==> config.mk <==
export PLATFORM = sky130hd
export DESIGN_NAME = ring_buffer_dualmode_flat
export DESIGN_NICKNAME = d
export VERILOG_FILES = /design/src/rtl/ring_buffer_dualmode_if.sv /design/src/rtl/ring_buffer_dualmode.sv /design/src/flat_wrapper.sv
export SDC_FILE = /design/constraint.sdc
export NUM_CORES = 1
export LEC_CHECK = 0
export CAP_MARGIN = 20
export CORE_MARGIN = 3
export CORE_UTILIZATION = 64
export CTS_BUF_LIST = sky130_fd_sc_hd__clkbuf_8
export CTS_CLUSTER_SIZE = 40
export DETAILED_ROUTE_END_ITERATION = 10
export PLACE_DENSITY = 0.8
export SLEW_MARGIN = 20
export SYNTH_ARGS = -nofsm -noshare
export SYNTH_HDL_FRONTEND = slang
export SYNTH_SLANG_ARGS = --single-unit
==> constraint.sdc <==
create_clock -name clk -period 5.2 [get_ports clk]
set_input_delay 1.04 -clock clk [delete_from_list [all_inputs] [get_ports clk]]
set_output_delay 1.04 -clock clk [all_outputs]
set_load 0.05 [all_outputs]
==> src/rtl/ring_buffer_dualmode_if.sv <==
// ---------------------------------------------------------------------------
// ring_buffer_dualmode_if
// Bundles the producer/consumer side of ring_buffer_dualmode.
//
//   master (producer/consumer side) drives:
//     flush, lifo_mode_req, push, push_data, pop, err_clr
//   slave (the buffer) drives:
//     head, count, full, empty, almost_full, almost_empty,
//     lifo_mode, overflow, underflow
//
// DATA_WIDTH and DEPTH must match the buffer instance; CNT_W is derived
// the same way the buffer derives it.
// ---------------------------------------------------------------------------
interface ring_buffer_dualmode_if #(
  parameter int DATA_WIDTH = 8,
  parameter int DEPTH      = 20
);
  localparam int CNT_W = $clog2(DEPTH + 1);

  logic                  flush;
  logic                  lifo_mode_req;
  logic                  push;
  logic [DATA_WIDTH-1:0] push_data;
  logic                  pop;
  logic                  err_clr;

  logic [DATA_WIDTH-1:0] head;
  logic [CNT_W-1:0]      count;
  logic                  full;
  logic                  empty;
  logic                  almost_full;
  logic                  almost_empty;
  logic                  lifo_mode;
  logic                  overflow;
  logic                  underflow;

  modport master (
    output flush, lifo_mode_req, push, push_data, pop, err_clr,
    input  head, count, full, empty, almost_full, almost_empty,
           lifo_mode, overflow, underflow
  );

  modport slave (
    input  flush, lifo_mode_req, push, push_data, pop, err_clr,
    output head, count, full, empty, almost_full, almost_empty,
           lifo_mode, overflow, underflow
  );
endinterface

==> src/rtl/ring_buffer_dualmode.sv <==
// ---------------------------------------------------------------------------
// ring_buffer_dualmode
// Circular buffer of DEPTH entries (any DEPTH >= 2) usable either as a FIFO
// queue or as a LIFO stack. The mode may only change while the buffer is
// empty or being flushed. Provides occupancy count, programmable
// almost-full/almost-empty flags, synchronous flush and sticky
// overflow/underflow error flags.
//
// Ports:
//   clk    in  rising-edge clock
//   rst_n  in  asynchronous active-low reset
//   bus    slave modport of ring_buffer_dualmode_if
//            inputs : flush, lifo_mode_req, push, push_data, pop, err_clr
//            outputs: head (0 when empty), count, full, empty,
//                     almost_full, almost_empty, lifo_mode,
//                     overflow, underflow
// All outputs depend only on registered state.
// ---------------------------------------------------------------------------
module ring_buffer_dualmode #(
  parameter int DATA_WIDTH = 8,
  parameter int DEPTH      = 20,
  parameter int AF_THRESH  = DEPTH - 2,
  parameter int AE_THRESH  = 2
) (
  input  logic                   clk,
  input  logic                   rst_n,
  ring_buffer_dualmode_if.slave  bus
);

  localparam int IDX_W = $clog2(DEPTH);
  localparam int CNT_W = $clog2(DEPTH + 1);
  // One extra bit so rd_ptr + count never overflows before the wrap.
  localparam int SUM_W = IDX_W + 1;

  logic [DATA_WIDTH-1:0] mem [DEPTH];

  logic [IDX_W-1:0] rd_ptr;
  logic [CNT_W-1:0] count;
  logic             lifo_mode;
  logic             overflow;
  logic             underflow;

  logic             full;
  logic             empty;
  logic             push_ok;
  logic             pop_ok;
  logic             overflow_set;
  logic             underflow_set;
  logic [SUM_W-1:0] wr_sum;
  logic [SUM_W-1:0] top_sum;
  logic [SUM_W-1:0] wr_wrap;
  logic [SUM_W-1:0] top_wrap;
  logic [IDX_W-1:0] wr_idx;
  logic [IDX_W-1:0] top_idx;
  logic [IDX_W-1:0] wr_addr;
  logic [IDX_W-1:0] rd_ptr_inc;

  assign full  = (count == CNT_W'(DEPTH));
  assign empty = (count == '0);

  // Modular address arithmetic: the sums are at most 2*DEPTH-1, so a single
  // conditional subtraction of DEPTH is enough to wrap them.
  assign wr_sum   = SUM_W'(rd_ptr) + SUM_W'(count);
  assign wr_wrap  = (wr_sum >= SUM_W'(DEPTH)) ? (wr_sum - SUM_W'(DEPTH)) : wr_sum;
  assign wr_idx   = wr_wrap[IDX_W-1:0];

  // The top index is only meaningful with count >= 1; pinning it to 0 when
  // empty keeps it inside the array range.
  assign top_sum  = empty ? '0 : (wr_sum - SUM_W'(1));
  assign top_wrap = (top_sum >= SUM_W'(DEPTH)) ? (top_sum - SUM_W'(DEPTH)) : top_sum;
  assign top_idx  = top_wrap[IDX_W-1:0];

  assign rd_ptr_inc = (rd_ptr == IDX_W'(DEPTH - 1)) ? '0 : (rd_ptr + IDX_W'(1));

  // A push into a full buffer is still accepted when a pop frees a slot in
  // the same cycle (FIFO streaming or LIFO replace-top).
  assign push_ok = bus.push & (~full | (bus.pop & ~empty));
  assign pop_ok  = bus.pop & ~empty;

  // Flush swallows push/pop, so it can never raise an error.
  assign overflow_set  = ~bus.flush & bus.push & full & ~bus.pop;
  assign underflow_set = ~bus.flush & bus.pop & empty;

  // LIFO push+pop overwrites the current top instead of appending.
  assign wr_addr = (lifo_mode && pop_ok) ? top_idx : wr_idx;

  // Control state: pointers, occupancy, mode and sticky errors.
  always_ff @(posedge clk or negedge rst_n) begin
    if (!rst_n) begin
      rd_ptr    <= '0;
      count     <= '0;
      lifo_mode <= 1'b0;
      overflow  <= 1'b0;
      underflow <= 1'b0;
    end else begin
      if (bus.flush) begin
        rd_ptr <= '0;
        count  <= '0;
      end else begin
        if (pop_ok && !lifo_mode) begin
          rd_ptr <= rd_ptr_inc;
        end
        case ({push_ok, pop_ok})
          2'b10:   count <= count + CNT_W'(1);
          2'b01:   count <= count - CNT_W'(1);
          default: count <= count;
        endcase
      end

      if (empty || bus.flush) begin
        lifo_mode <= bus.lifo_mode_req;
      end

      // A new error in the same cycle as err_clr keeps the flag set.
      overflow  <= overflow_set  | (overflow  & ~bus.err_clr);
      underflow <= underflow_set | (underflow & ~bus.err_clr);
    end
  end

  // Storage array; deliberately not reset.
  always_ff @(posedge clk) begin
    if (!bus.flush && push_ok) begin
      mem[wr_addr] <= bus.push_data;
    end
  end

  assign bus.head         = empty ? '0 : (lifo_mode ? mem[top_idx] : mem[rd_ptr]);
  assign bus.count        = count;
  assign bus.full         = full;
  assign bus.empty        = empty;
  assign bus.almost_full  = (int'(count) >= AF_THRESH);
  assign bus.almost_empty = (int'(count) <= AE_THRESH);
  assign bus.lifo_mode    = lifo_mode;
  assign bus.overflow     = overflow;
  assign bus.underflow    = underflow;

endmodule

==> src/flat_wrapper.sv <==
// flat-port wrapper written by rule: the top's interface ports become plain ports
module ring_buffer_dualmode_flat 
#(
  parameter int DATA_WIDTH = 8,
  parameter int DEPTH      = 20,
  parameter int AF_THRESH  = DEPTH - 2,
  parameter int AE_THRESH  = 2
)
  (clk, rst_n, bus_flush, bus_lifo_mode_req, bus_push, bus_push_data, bus_pop, bus_err_clr, bus_head, bus_count, bus_full, bus_empty, bus_almost_full, bus_almost_empty, bus_lifo_mode, bus_overflow, bus_underflow);
  ring_buffer_dualmode_if #(.DATA_WIDTH(DATA_WIDTH), .DEPTH(DEPTH)) bus_i ();
  input  logic clk;
  input  logic rst_n;
  input wire logic [$bits(bus_i.flush)-1:0] bus_flush;
  input wire logic [$bits(bus_i.lifo_mode_req)-1:0] bus_lifo_mode_req;
  input wire logic [$bits(bus_i.push)-1:0] bus_push;
  input wire logic [$bits(bus_i.push_data)-1:0] bus_push_data;
  input wire logic [$bits(bus_i.pop)-1:0] bus_pop;
  input wire logic [$bits(bus_i.err_clr)-1:0] bus_err_clr;
  output wire logic [$bits(bus_i.head)-1:0] bus_head;
  output wire logic [$bits(bus_i.count)-1:0] bus_count;
  output wire logic [$bits(bus_i.full)-1:0] bus_full;
  output wire logic [$bits(bus_i.empty)-1:0] bus_empty;
  output wire logic [$bits(bus_i.almost_full)-1:0] bus_almost_full;
  output wire logic [$bits(bus_i.almost_empty)-1:0] bus_almost_empty;
  output wire logic [$bits(bus_i.lifo_mode)-1:0] bus_lifo_mode;
  output wire logic [$bits(bus_i.overflow)-1:0] bus_overflow;
  output wire logic [$bits(bus_i.underflow)-1:0] bus_underflow;
  assign bus_i.flush = bus_flush;
  assign bus_i.lifo_mode_req = bus_lifo_mode_req;
  assign bus_i.push = bus_push;
  assign bus_i.push_data = bus_push_data;
  assign bus_i.pop = bus_pop;
  assign bus_i.err_clr = bus_err_clr;
  assign bus_head = bus_i.head;
  assign bus_count = bus_i.count;
  assign bus_full = bus_i.full;
  assign bus_empty = bus_i.empty;
  assign bus_almost_full = bus_i.almost_full;
  assign bus_almost_empty = bus_i.almost_empty;
  assign bus_lifo_mode = bus_i.lifo_mode;
  assign bus_overflow = bus_i.overflow;
  assign bus_underflow = bus_i.underflow;
  ring_buffer_dualmode #(.DATA_WIDTH(DATA_WIDTH), .DEPTH(DEPTH), .AF_THRESH(AF_THRESH), .AE_THRESH(AE_THRESH)) u_core (.clk(clk), .rst_n(rst_n), .bus(bus_i));
endmodule
# == Word level (Yosys, flattened, before mapping) ==
# Memory sizes are Yosys's and may differ from the RTL's.
# Index checks and enable logic that the tools add are counted.
# op_classes
add_sub_neg,7
eq_ne,4
order_cmp,4
n_mux,13
reduce_logical,9
n_bitwise,17
# ops
op,count
2-to-1 mux 5 bit,7
2-to-1 mux 8 bit,2
"greater-or-equal comparator 6 x 5 -> 1 bit, second input constant",2
"adder 5 x 1 -> 5 bit, second input constant",2
"== test 5 bit, second input constant",2
one-hot mux 5 bit (2 select lines),1
"subtractor 5 bit, second input constant",2
bitwise AND 1 bit,9
adder 5 x 5 -> 6 bit,1
2-to-1 mux 6 bit,1
"subtractor 6 x 1 -> 6 bit, second input constant",1
"greater-or-equal comparator 5 bit, second input constant",1
"less-or-equal comparator 5 x 2 -> 1 bit, second input constant",1
zero test 5 bit,1
inverter 1 bit,5
"subtractor 5 x 1 -> 5 bit, second input constant",1
logical AND 1 bit,3
OR 1 bit,3
nonzero test 3 bit,1
"== test 2 x 1 -> 1 bit, second input constant",1
"== test 2 bit, second input constant",1
zero test 1 bit,2
2-to-1 mux 1 bit,2
nonzero test 2 bit,1
logical OR 1 bit,1
# totals
mem_bits_rw,160
output_inout_bits,20
n_memories,1
input_bits,15
regBits,13
# memory_table
memory,depth,word_bits,read_ports,rd_clocked_by_memory_dff,wr,line,rtl
u_core.mem,20,8,2,0,1,ring_buffer_dualmode.sv:35,logic [DATA_WIDTH-1:0] mem [DEPTH];

# == Depth between registers and ports, before layout ==
# Gate-level depths: netlist (run 1).
# logic_depth
word_depth,8
mapped_depth,18
depth_no_buf,15

# == Worst setup path before layout (run 1) ==
# OpenSTA, ideal clock, no wires.
# synth_path
path_kind,register -> output
from,register u_core.count[0] (netlist: u_core.bus.count[0])
to,output bus_head[1]
arrival_ns,5.228
setup_slack_ns,-1.068
n_path_buf,4
path_stages_with_launch,19
required_ns,4.160
cell_sequence,dfrtp_1 ha_1 clkbuf_1 inv_1 clkbuf_1 clkbuf_1 ha_1 xor2_1 nand2_1 inv_1 ha_1 nand3_1 a21boi_4 or2_1 a21oi_2 buf_4 a211oi_1 a211oi_1 o41ai_1
# synth_between
elab_chain_cells,8
elab_cells_between_ends,10
classes_between,3 x add/sub; 1 x order compare; 4 x mux; 1 x reduce/logical; 1 x memory
# synth_lines
element,line,rtl
start: declaration,ring_buffer_dualmode.sv:38,logic [CNT_W-1:0] count;
start signal: assignment,ring_buffer_dualmode.sv:104,2'b10: count <= count + CNT_W'(1);
start signal: assignment,ring_buffer_dualmode.sv:105,2'b01: count <= count - CNT_W'(1);
start signal: assignment,ring_buffer_dualmode.sv:106,default: count <= count;
adder 5 x 5 -> 6 bit,ring_buffer_dualmode.sv:63,assign wr_sum = SUM_W'(rd_ptr) + SUM_W'(count);
subtractor 6 x 1 -> 6 bit,ring_buffer_dualmode.sv:69,assign top_sum = empty ? '0 : (wr_sum - SUM_W'(1));
2-to-1 mux 6 bit,ring_buffer_dualmode.sv:69,
subtractor 5 bit / greater-or-equal comparator 6 x 5 -> 1 bit (equally long branches),ring_buffer_dualmode.sv:70,assign top_wrap = (top_sum >= SUM_W'(DEPTH)) ? (top_sum - SUM_W'(DEPTH)) : top_sum;
2-to-1 mux 5 bit,ring_buffer_dualmode.sv:70,
memory read (20 x 8 bit),n/a,
2-to-1 mux 8 bit,ring_buffer_dualmode.sv:127,assign bus.head = empty ? '0 : (lifo_mode ? mem[top_idx] : mem[rd_ptr]);
2-to-1 mux 8 bit (*),ring_buffer_dualmode.sv:127,
end: declaration,flat_wrapper.sv:19,output wire logic [$bits(bus_i.head)-1:0] bus_head;
# Mark *: on every way between the ends. The rest lies on a longest branch, timed or not.

# == Worst setup path in the final report (run 1) ==
# layout_path
from,register u_core.count[0] (netlist: u_core.bus.count[0])
to,output bus_head[0]
# The elaborated chain is that of the path after synthesis.

==> results of run 1 <==
-- per-stage QoR --
step / util / TNS, ns / cell area (µm²) / hold WS [ns] / cells
global placement: 0.7276 / 0 / 10220 / 0.5306 / 892
CTS: 0.7756 / -0.08642 / 10890 / 0.5761 / 936
global route: 0.7924 / -1.739 / 11130 / 0.5948 / 942
finish: 0.7924 / -0.9112 / 11130 / 0.5642 / 942
floorplan: - / 0 / 9412 / 0.6512 / 681
detailed placement: 0.7276 / 0 / 10220 / 0.5602 / 892
-- state kept, by name (all words and copies together), names as in the netlist --
register / count
u_core.bus.count: 5
u_core.bus.lifo_mode: 1
u_core.bus.overflow: 1
u_core.bus.underflow: 1
u_core.mem: 160
u_core.rd_ptr: 5
-- area by class of cell --
type	count	share of cell area
Clock buffer	17	0.02103
Clock inverter	15	0.01372
Inverter	14	0.004948
Multi-Input combinational cell	443	0.3895
Sequential cell	173	0.4614
Tap cell	180	0.02024
Timing Repair Buffer	100	0.08917
-- layer usage --
| metal | wire (µm) | global-route usage |
|---|---|---|
| met1 | 9470 | 0.4521 |
| met2 | 13240 | 0.5293 |
| met3 | 3107 | 0.08042 |
| met4 | 1459 | 0.1861 |
| met5 | 13 | 0 |
-- logic make-up (layout without fill, tap and decap cells) --
kind of cell | count (synthesis) | after routing | synth area share
flops | 173 | 173 | 0.5533
compound gates | 171 | 171 | 0.1375
simple gates | 166 | 166 | 0.09191
mux | 79 | 79 | 0.1516
buf+inv | 65 | 146 | 0.02942
fa+ha+maj | 17 | 17 | 0.02456
xor+xnor | 10 | 10 | 0.01174
-- worst max-delay path: stages, from the launching register on --
cell and delay, ns:
dfrtp_2 0.44, ha_4 0.18, fa_2 0.62, inv_4 0.07
ha_4 0.18, xor2_4 0.16, nand2_2 0.11, inv_2 0.07
ha_4 0.17, nand3_4 0.09, a21boi_4 0.08, buf_6 0.13
nor3_4 0.27, a21oi_4 0.06, buf_12 0.15, buf_12 0.15
a211oi_2 0.14, a211oi_1 0.07, buf_4 0.17, o41ai_4 0.34
buf_12 0.18
-- how the worst min path moves through the flow --
stage / from / end / depth (start not counted) / slack [ns]
finish: u_core.bus.underflow / u_core.bus.underflow / 2 / 0.56
global route: u_core.bus.overflow / u_core.bus.overflow / 2 / 0.59
CTS: u_core.bus.underflow / u_core.bus.underflow / 2 / 0.58
detailed placement: u_core.bus.underflow / u_core.bus.underflow / 2 / 0.56
global placement: u_core.bus.underflow / u_core.bus.underflow / 2 / 0.53
floorplan: u_core.rd_ptr[0] / u_core.rd_ptr[1] / 3 / 0.65
-- what timing repair did --
| action | in CTS | in global routing |
|---|---|---|
| pin swaps | 8 | 15 |
| setup buffers | 10 | 10 |
| gates cloned | 2 | 0 |
| hold buffers | 0 | 0 |
| gates resized for setup | 34 | 37 |
| endpoints found under the setup margin | 8 | 8 |
-- layout by cell type (no fill, tap or decap), types with 4 or more instances in the layout --
| master | Yosys | final |
|---|---|---|
| a2111oi_0 | 7 | 4 |
| a211oi_1 | 37 | 13 |
| a211oi_2 | 1 | 23 |
| a21oi_1 | 20 | 20 |
| a221oi_1 | 14 | 13 |
| and3_1 | 9 | 9 |
| buf_12 | 0 | 10 |
| buf_4 | 5 | 59 |
| clkbuf_8 | 0 | 17 |
| clkdlybuf4s50_1 | 0 | 26 |
| dfrtp_1 | 13 | 10 |
| edfxtp_1 | 160 | 160 |
| ha_1 | 15 | 8 |
| ha_4 | 0 | 4 |
| inv_1 | 13 | 11 |
| inv_6 | 0 | 5 |
| mux2_2 | 11 | 11 |
| mux2i_1 | 20 | 20 |
| mux4_2 | 48 | 48 |
| nand2_1 | 42 | 41 |
| nand2b_1 | 19 | 19 |
| nand3_1 | 6 | 5 |
| nor2_1 | 30 | 30 |
| nor2b_1 | 16 | 16 |
| nor3_1 | 20 | 17 |
| o21ai_0 | 16 | 15 |
| o22ai_1 | 20 | 20 |
| o31ai_1 | 14 | 14 |
| o32a_1 | 7 | 7 |
| o41ai_4 | 0 | 7 |
| or3_1 | 9 | 9 |
| xnor2_1 | 6 | 6 |
==> impl_metrics.csv, run 1 <==
group,metric,value,unit
grt,grt_max_degree,62,
floorplan,dieArea,15970,µm²
setup_path,worstPathRequired,4.16,ns
timing,fin_crit,5.359,ns
job,maxCapViolCount,0,
setup_path,worstSetupStartpoint,"u_core.bus.count[0]",
setup_path,cp_data_arrival_time,4.32,ns
grt,grt_pass1_wl,40.73,mm
clocking,clkTransAtPathRegs,0.10,ns
logic_synthesis,syn_inst,681,
timing,tightestPinTransition,0.9659,ns
final_layout,diodes,0,
logic_synthesis,yosys.area.top_type_share,0.5182,
grt,grt_usage,0.3414,
floorplan,rows,43,
route,ant_nets,0,
timing,max_clock_freq,0.1866,GHz
logic_synthesis,yosysSeqAreaShare,0.5533,
timing,rsz0062_at_grt,"yes",
placement,post-place-ws,0.2297,ns
logic_synthesis,avgSynthCellArea,13.61,µm²
clocking,cts.sinks,173,
placement,place.port_buffers,34,
setup_path,r2r_setup_slack,0.95,ns
route,routedWlPerCell,28.98,µm
route,wl,27.30,mm
logic_synthesis,ys_warn_count,0,
floorplan,die_h,126.4,µm
route,route.detailed.drc,0,
setup_path,reg2reg_depth,18,
logic_synthesis,synth_edf_count,160,
clocking,root_buffer,"clkbuf_8",
clocking,cts_made_buffers,17,
floorplan,core,14040,µm²
status,status,"finished, violations left",
route,vias,7049,
clocking,clock_path_buffers,2,
grt,grt_pass1_vias,6875,
logic_synthesis,synthTopCellsByArea,"edfxtp_1 (52%), mux4_2 (12%), dfrtp_1 (3.5%)",
setup_path,r2r_end,"u_core.mem[12][5]",
logic_synthesis,async_flop_share,0.07514,
placement,place_congestion,0.9339,
route,dr.first_iter.drc_count,1127,
final_layout,multi_input_area,4334,µm²
grt,antenna_found_initial,1,
timing,slew_headroom,0.3394,
logic_synthesis,synthTopCellsByCount,"edfxtp_1 (160), mux4_2 (48), nand2_1 (42), a211oi_1 (37), clkbuf_1 (33)",
setup_path,worst-path-max-fanout,8,
logic_synthesis,synth_cell_type_count,65,
logic_synthesis,yosys_register_bits,173,
setup_path,worstReg2RegStart,"u_core.bus.count[0]",
setup_path,critical_path_class,"flip-flop to output pin",
timing,finalMaxSlewViolations,0,
final_layout,nFillCells,747,
clocking,htreeDepth,4,
final_layout,finalNetCount,781,
clocking,cts_tree,"built",
logic_synthesis,synth.most_common_cell,"edfxtp_1",
timing,post-route-period-util,1.031,
floorplan,die_w,126.4,µm
status,violations,"setup timing",
timing,layout_setup_ws,-0.1587,ns
setup_path,cp-start-kind,"flip-flop",
logic_synthesis,syn_area,9271,µm²
floorplan,io_pins,35,
route,first_pass_iters,6,
timing,hold_viol,0,
final_layout,area.growth.synth_to_final,20.01,%
route,viasPerCell,7.483,
grt,grt-ovfl-total,0,
min_path,hold_class,"flip-flop to flip-flop",
clocking,clkLatencyLatePin,0.48,ns
logic_synthesis,ys.flop_type,"edfxtp_1",
logic_synthesis,synth.largest_area_cell,"edfxtp_1",
floorplan,initial_core_util,0.6603,
final_layout,layout-drive-gt1-share,0.3150,
logic_synthesis,syn-num-nets,713,
setup_path,endpoint,"bus_head[0]",
timing,finalSetupViolCount,8,
final_layout,ff_latch_area,5134,µm²
setup_path,crit_path_end_kind,"output pin",
timing,skew,0.01665,ns
placement,dp_hpwl,16.96,mm
Power of run 1 is left out: the tool's default activity adds up to more than one toggle a clock period on the data nets, which glitch-free logic cannot reach.
==> run 2: changes to the inputs <==
--- a/config.mk
+++ b/config.mk
@@ -12,7 +12,6 @@
 export CTS_CLUSTER_SIZE = 40
 export DETAILED_ROUTE_END_ITERATION = 10
 export PLACE_DENSITY = 0.8
-export SLEW_MARGIN = 20
 export SYNTH_ARGS = -nofsm -noshare
 export SYNTH_HDL_FRONTEND = slang
 export SYNTH_SLANG_ARGS = --single-unit
==> results of run 2 <==
No change in the layout: final DEF, timing and power equal those of run 1.
Power of run 2 is left out for the same reason.
==> run 3: changes to the inputs <==
==> constraint.sdc (replaced) <==
create_clock -name clk -period 5.2 [get_ports clk]
set_input_delay 1.04 -clock clk [delete_from_list [all_inputs] [get_ports clk]]
set_output_delay 1.04 -clock clk [all_outputs]
set_load 0.1 [all_outputs]
==> run 3 against run 2 <==
Compared with the run above:
- the run still ends with setup timing left
- first-iteration DRC count increased by 3.1%
- clock skew shrank 0.0068 ns
- global-route usage down 1.4 points
- utilization up 0.34 points
- maximum frequency hardly changed
- count of clock-buffer cells in the layout unchanged
- non-clock buffer count decreased by 5
- flip-flop and latch count stayed put
==> impl_metrics.csv, run 3 (synthesis results as in run 1) <==
group,metric,value,unit
status,status,"finished, violations left",
status,violations,"setup timing",
setup_path,r2r_setup_slack,0.61,ns
placement,post-place-ws,0.3676,ns
floorplan,core,14040,µm²
placement,dp_hpwl,17.63,mm
timing,post-route-period-util,1.030,
route,m1WireLength,9.027,mm
grt,grt_pass1_wl,39.22,mm
timing,max_clock_freq,0.1867,GHz
route,met2_wirelength,13.46,mm
timing,finalMaxSlewViolations,0,
setup_path,crit_buf_inv,3,
timing,skew,0.009847,ns
route,route.detailed.drc,0,
final_layout,final_common_cell,"edfxtp_1",
route,routedWlPerCell,28.46,µm
final_layout,finalNetCount,776,
setup_path,worstPathCellList,"ha_4 -> a211oi_4 -> nor3b_4 -> or2_2 -> ha_1 -> nand2_1 -> xnor3_1 -> a21boi_4 -> or2_4 -> a21oi_4 -> clkbuf_16 -> buf_4 -> a211oi_2 -> o41ai_4 -> buf_12",
setup_path,worstPathRequired,4.16,ns
timing,rsz0062_at_grt,"yes",
final_layout,largest_register_ffs,160,
timing,setup_tns,-0.8309,ns
timing,hold_slack,0.5453,ns
clocking,clock_path_buffers,2,
setup_path,critical_path_class,"flip-flop to output pin",
grt,grt-ovfl-total,0,
job,maxCapViolCount,0,
min_path,hold_class,"flip-flop to flip-flop",
final_layout,area.growth.synth_to_final,20.53,%
timing,tightestPinTransition,1.024,ns
grt,grt_pass1_vias,6790,
route,ant_nets,0,
floorplan,die_w,126.4,µm
final_layout,design_area,11170,µm²
floorplan,die_h,126.4,µm
clocking,cts.sinks,173,
placement,place_congestion,0.9352,
route,met3_length,3.160,mm
placement,place.port_buffers,34,
route,wl,26.70,mm
clocking,cts_made_buffers,17,
grt,antenna_found_initial,2,
floorplan,initial_core_util,0.6603,
final_layout,reg_top3,"u_core.mem: 160 flops, u_core.bus.count: 5 flops, u_core.rd_ptr: 5 flops",
setup_path,max_stage_delay,0.52,ns
clocking,root_buffer,"clkbuf_8",
final_layout,top_register,"u_core.mem",
timing,layout_setup_ws,-0.1550,ns
route,first_pass_iters,8,
route,dr.first_iter.drc_count,1162,
timing,fin_crit,5.355,ns
timing,slew_headroom,0.3155,
floorplan,rows,43,
setup_path,slowest_stage,"dfrtp_4",
timing,finalSetupViolCount,8,
final_layout,layout-drive-gt1-share,0.3184,
final_layout,final_cell_mix,"edfxtp_1 (160), buf_4 (56), mux4_2 (48)",
setup_path,cp_data_arrival_time,4.31,ns
grt,grt_usage,0.3275,
setup_path,cp-start-kind,"flip-flop",
clocking,clkLatencyLatePin,0.46,ns
timing,hold_viol,0,
route,viasPerCell,7.515,
grt,grt_max_degree,57,
placement,dpl_cell_area,10340,µm²
clocking,cts_tree,"built",
route,highest-signal-layer,"met5",
floorplan,dieArea,15970,µm²
clocking,clkTransAtPathRegs,0.10,ns
route,vias,7049,
setup_path,crit_path_end_kind,"output pin",
clocking,hold_buffers,0,
final_layout,nFillCells,789,
clocking,htreeDepth,4,
floorplan,io_pins,35,
setup_path,cpLargestDelayFamily,"compound AO/OA/AOI/OAI gates",
setup_path,worst-path-max-fanout,6,
run 3: changes by cell type in the layout (fill, tap and decap cells not counted), moves of 3 or more:
cell,previous run,this run
a211oi_4,2,10
clkinv_4,3,0
a211oi_2,23,17
bufinv_16,0,3
inv_6,5,8
buf_4,59,56
dfrtp_1,10,7
dfrtp_4,0,3
run 3: layer usage:
layer | GRT usage | vias up
met2 | 0.5476 | 573
met4 | 0.1136 | 2
met3 | 0.09221 | 129
li1 | - | 2864
met5 | 0 | -
met1 | 0.4158 | 3481
run 3: final cells by class:
type / instances / area [µm²] / share of cell area
diodes: 1 / 2.502 / 0.0002239
clock buffers: 17 / 234.0 / 0.02094
clock inverters: 15 / 196.4 / 0.01758
inverters: 14 / 55.05 / 0.004927
multi-input cells: 443 / 4369 / 0.3910
flip-flops and latches: 173 / 5145 / 0.4604
well taps: 180 / 225.2 / 0.02015
repair buffers: 95 / 947.2 / 0.08476
run 3: path summary, 6_finish.rpt:
| kind | startpoint | cells after the start | endpoint |
|---|---|---|---|
| setup / recovery | u_core.bus.count[1] | 15 | bus_head[5] |
| hold / removal | u_core.bus.overflow | 2 | u_core.bus.overflow |
| setup reg to reg | u_core.bus.count[1] | 15 | u_core.mem[18][0] |
| hold reg to reg | u_core.bus.overflow | 2 | u_core.bus.overflow |
| max in group asynchronous | rst_n | 1 | u_core.bus.count[2] |
| min in group asynchronous | rst_n | 1 | u_core.bus.underflow |
run 3: stage by stage:
step                std cells    util
global route              938  0.7958
finish                    938  0.7958
floorplan                 681       -
detailed placement        884  0.7365
global placement          884  0.7365
CTS                       922  0.7764
run 3: timing repair:
item                                    4_1_cts  5_1_grt
pin swaps                                     7       10
cloned                                        0        2
endpoints found under the hold margin         0        0
gates resized for setup                      18       24
endpoints found under the setup margin        8        8
buffers inserted                              6       13
run 3: worst reg2reg max path: stages (launching register included):
cell	delay, ns
dfrtp_4	0.52
ha_4	0.23
a211oi_4	0.27
nor3b_4	0.10
or2_2	0.35
ha_1	0.23
nand2_1	0.09
xnor3_1	0.26
a21boi_4	0.18
or2_4	0.24
a21oi_4	0.29
clkbuf_16	0.22
buf_12	0.13
nor2_1	0.08
nand4bb_1	0.30
nor2_1	0.72
Power of run 3 is left out for the same reason.
==> variant, RTL diff (settings of run 1) <==
`DEPTH` is set to 20 in 3 places; all go to 40.
--- a/src/rtl/ring_buffer_dualmode_if.sv
+++ b/src/rtl/ring_buffer_dualmode_if.sv
@@ -14,5 +14,5 @@
 interface ring_buffer_dualmode_if #(
   parameter int DATA_WIDTH = 8,
-  parameter int DEPTH      = 20
+  parameter int DEPTH      = 40
 );
   localparam int CNT_W = $clog2(DEPTH + 1);
--- a/src/rtl/ring_buffer_dualmode.sv
+++ b/src/rtl/ring_buffer_dualmode.sv
@@ -19,5 +19,5 @@
 module ring_buffer_dualmode #(
   parameter int DATA_WIDTH = 8,
-  parameter int DEPTH      = 20,
+  parameter int DEPTH      = 40,
   parameter int AF_THRESH  = DEPTH - 2,
   parameter int AE_THRESH  = 2
--- a/src/flat_wrapper.sv
+++ b/src/flat_wrapper.sv
@@ -3,5 +3,5 @@
 #(
   parameter int DATA_WIDTH = 8,
-  parameter int DEPTH      = 20,
+  parameter int DEPTH      = 40,
   parameter int AF_THRESH  = DEPTH - 2,
   parameter int AE_THRESH  = 2
Ports: changed (resized bus_count); port bits go from 35 to 36. No check against the original RTL was run, so the function may have changed too.
==> variant against run 1 <==
- routed wire length up 86%
- highest routed layer is now met4
- area after synthesis up 87%
- design area rose by 81%
- critical endpoint is now bus_head[6]
- sequential cell count increased by 162
- worst hold slack got worse by 0.030 ns
- the run still ends with negative setup slack left
- final cell count rose by 79%
- die area rose by 82%
- setup slack worse by 0.20 ns
- utilization is 2.7 points lower
- sequential share of layout area rose by 3.4 points
Power is left out: the tool's default activity adds up to more than one toggle a clock period on the data nets, which glitch-free logic cannot reach.
==> variant: results <==
{
  "largest_reg_flops": 320,
  "outcome": "finished with violations",
  "htree_levels": 2,
  "cts_buffer_depth": 3,
  "syn-num-nets": 1201,
  "rr_endpoint": "u_core.mem[23][5]",
  "drive_above_1_share_pct": 31.1,
  "final_cells": 1686,
  "setup_viol": 8,
  "fin_nets": 1349,
  "viasPerCell": 7.21,
  "ys_types": 85,
  "routabilityCongestion": 0.996,
  "finalClockSkew_ns": 0.0342,
  "grt_max_degree": 85,
  "place_inst": 1573,
  "r2r_cells": 19,
  "seq_area_frac_synth_pct": 57.6,
  "synth-async-reset-ratio_pct": 4.48,
  "violations": "negative setup slack",
  "rrSetupSlack_ns": 0.77,
  "top_layer": "met4",
  "avgSynthCellArea_um2": 14.9,
  "grt_pass1_vias": 12000,
  "dpl-instance-area_um2": 18900,
  "reg.largest.list": "u_core.mem: 320 flops, u_core.bus.count: 6 flops, u_core.rd_ptr: 6 flops",
  "dp_hpwl_mm": 33.8,
  "arrival_ns": 4.52,
  "drtIter0Drc": 2133,
  "setup_ws_ns": -0.360,
  "wl_met2_mm": 23.4,
  "worstSkewPairLatency_ns": 0.59,
  "cts.clk_slew.worst_paths_ns": 0.06,
  "crit_fanout": 5
}
## variant: changes by cell type after synthesis, sizes merged, moves of 14 or more
cell,change
a21oi,+34
mux4,+72
nand2b,-16
mux2i,+45
nand2,+89
nor3,+27
nand4,+14
buf,+14
a211oi,-29
edfxtp,+160
## variant: per-layer routing
| layer | vias to the layer above | global-route usage [%] |
|---|---|---|
| met3 | 170 | 8.76 |
| met1 | 5977 | 48.8 |
| li1 | 5053 | - |
| met4 | 0 | 15.1 |
| met2 | 958 | 54.3 |
| met5 | - | 0 |
## variant: cell families (layout without fill, tap and decap cells)
kind of cell / Yosys count / count (layout) / share of synthesized area (%)
xor gates and xnor gates: 22 / 22 / 1.60
AOI/OAI and AO/OA: 214 / 215 / 8.75
DFF: 335 / 335 / 57.6
muxes: 200 / 200 / 20.3
adders and majority gates: 18 / 18 / 1.38
and+or+nand+nor: 295 / 296 / 8.27
buffers and inverters: 84 / 265 / 2.10
## variant: worst max-delay path: stages, from the launching register on
cell and delay, ns:
dfrtp_4 0.42, ha_4 0.14, inv_2 0.03, fa_2 0.57, ha_4 0.17, nand3_1 0.07
mux2_4 0.33, xnor2_4 0.14, nand2_1 0.09, ha_2 0.21, buf_4 0.15, o31a_1 0.22
o22ai_4 0.12, buf_4 0.18, nor4b_1 0.60, nor4b_4 0.11, a21oi_4 0.19, buf_6 0.18
## variant: repair_timing
item	in CTS	in global routing
setup buffers	16	6
endpoints found under the hold margin	0	0
endpoints found under the setup margin	8	8
cloned	2	0
resized for setup	17	24
pin swaps	19	12
## variant: layout make-up
type                            instances  area (µm²)
Fill cell                            1517        6170
Clock buffer                           53         729
Timing Repair Buffer                  162        1450
Inverter                               14        52.6
Sequential cell                       335        9990
Tap cell                              335         419
Clock inverter                         36         179
Multi-Input combinational cell        751        7360
## variant: worst min-delay path by stage
stage          cells after the start                  from  slack (ns)                    to
6_report                           2   u_core.bus.overflow        0.53   u_core.bus.overflow
5_1_grt                            2  u_core.bus.underflow        0.55  u_core.bus.underflow
4_1_cts                            2   u_core.bus.overflow        0.54   u_core.bus.overflow
3_5_place_dp                       2   u_core.bus.overflow        0.52   u_core.bus.overflow
3_3_place_gp                       2  u_core.bus.underflow        0.51  u_core.bus.underflow
2_1_floorplan                      3      u_core.rd_ptr[0]        0.67      u_core.rd_ptr[1]
## variant: metrics by stage
stage	setup WS (ns)	utilization, %	TNS (ns)
3_3_place_gp	0.0169	71.6	0
2_1_floorplan	-0.294	-	-1.14
6_report	-0.360	76.6	-2.28
3_5_place_dp	-0.0436	71.6	-0.0752
5_1_grt	-0.456	76.6	-3.15
4_1_cts	-0.264	75.9	-1.85
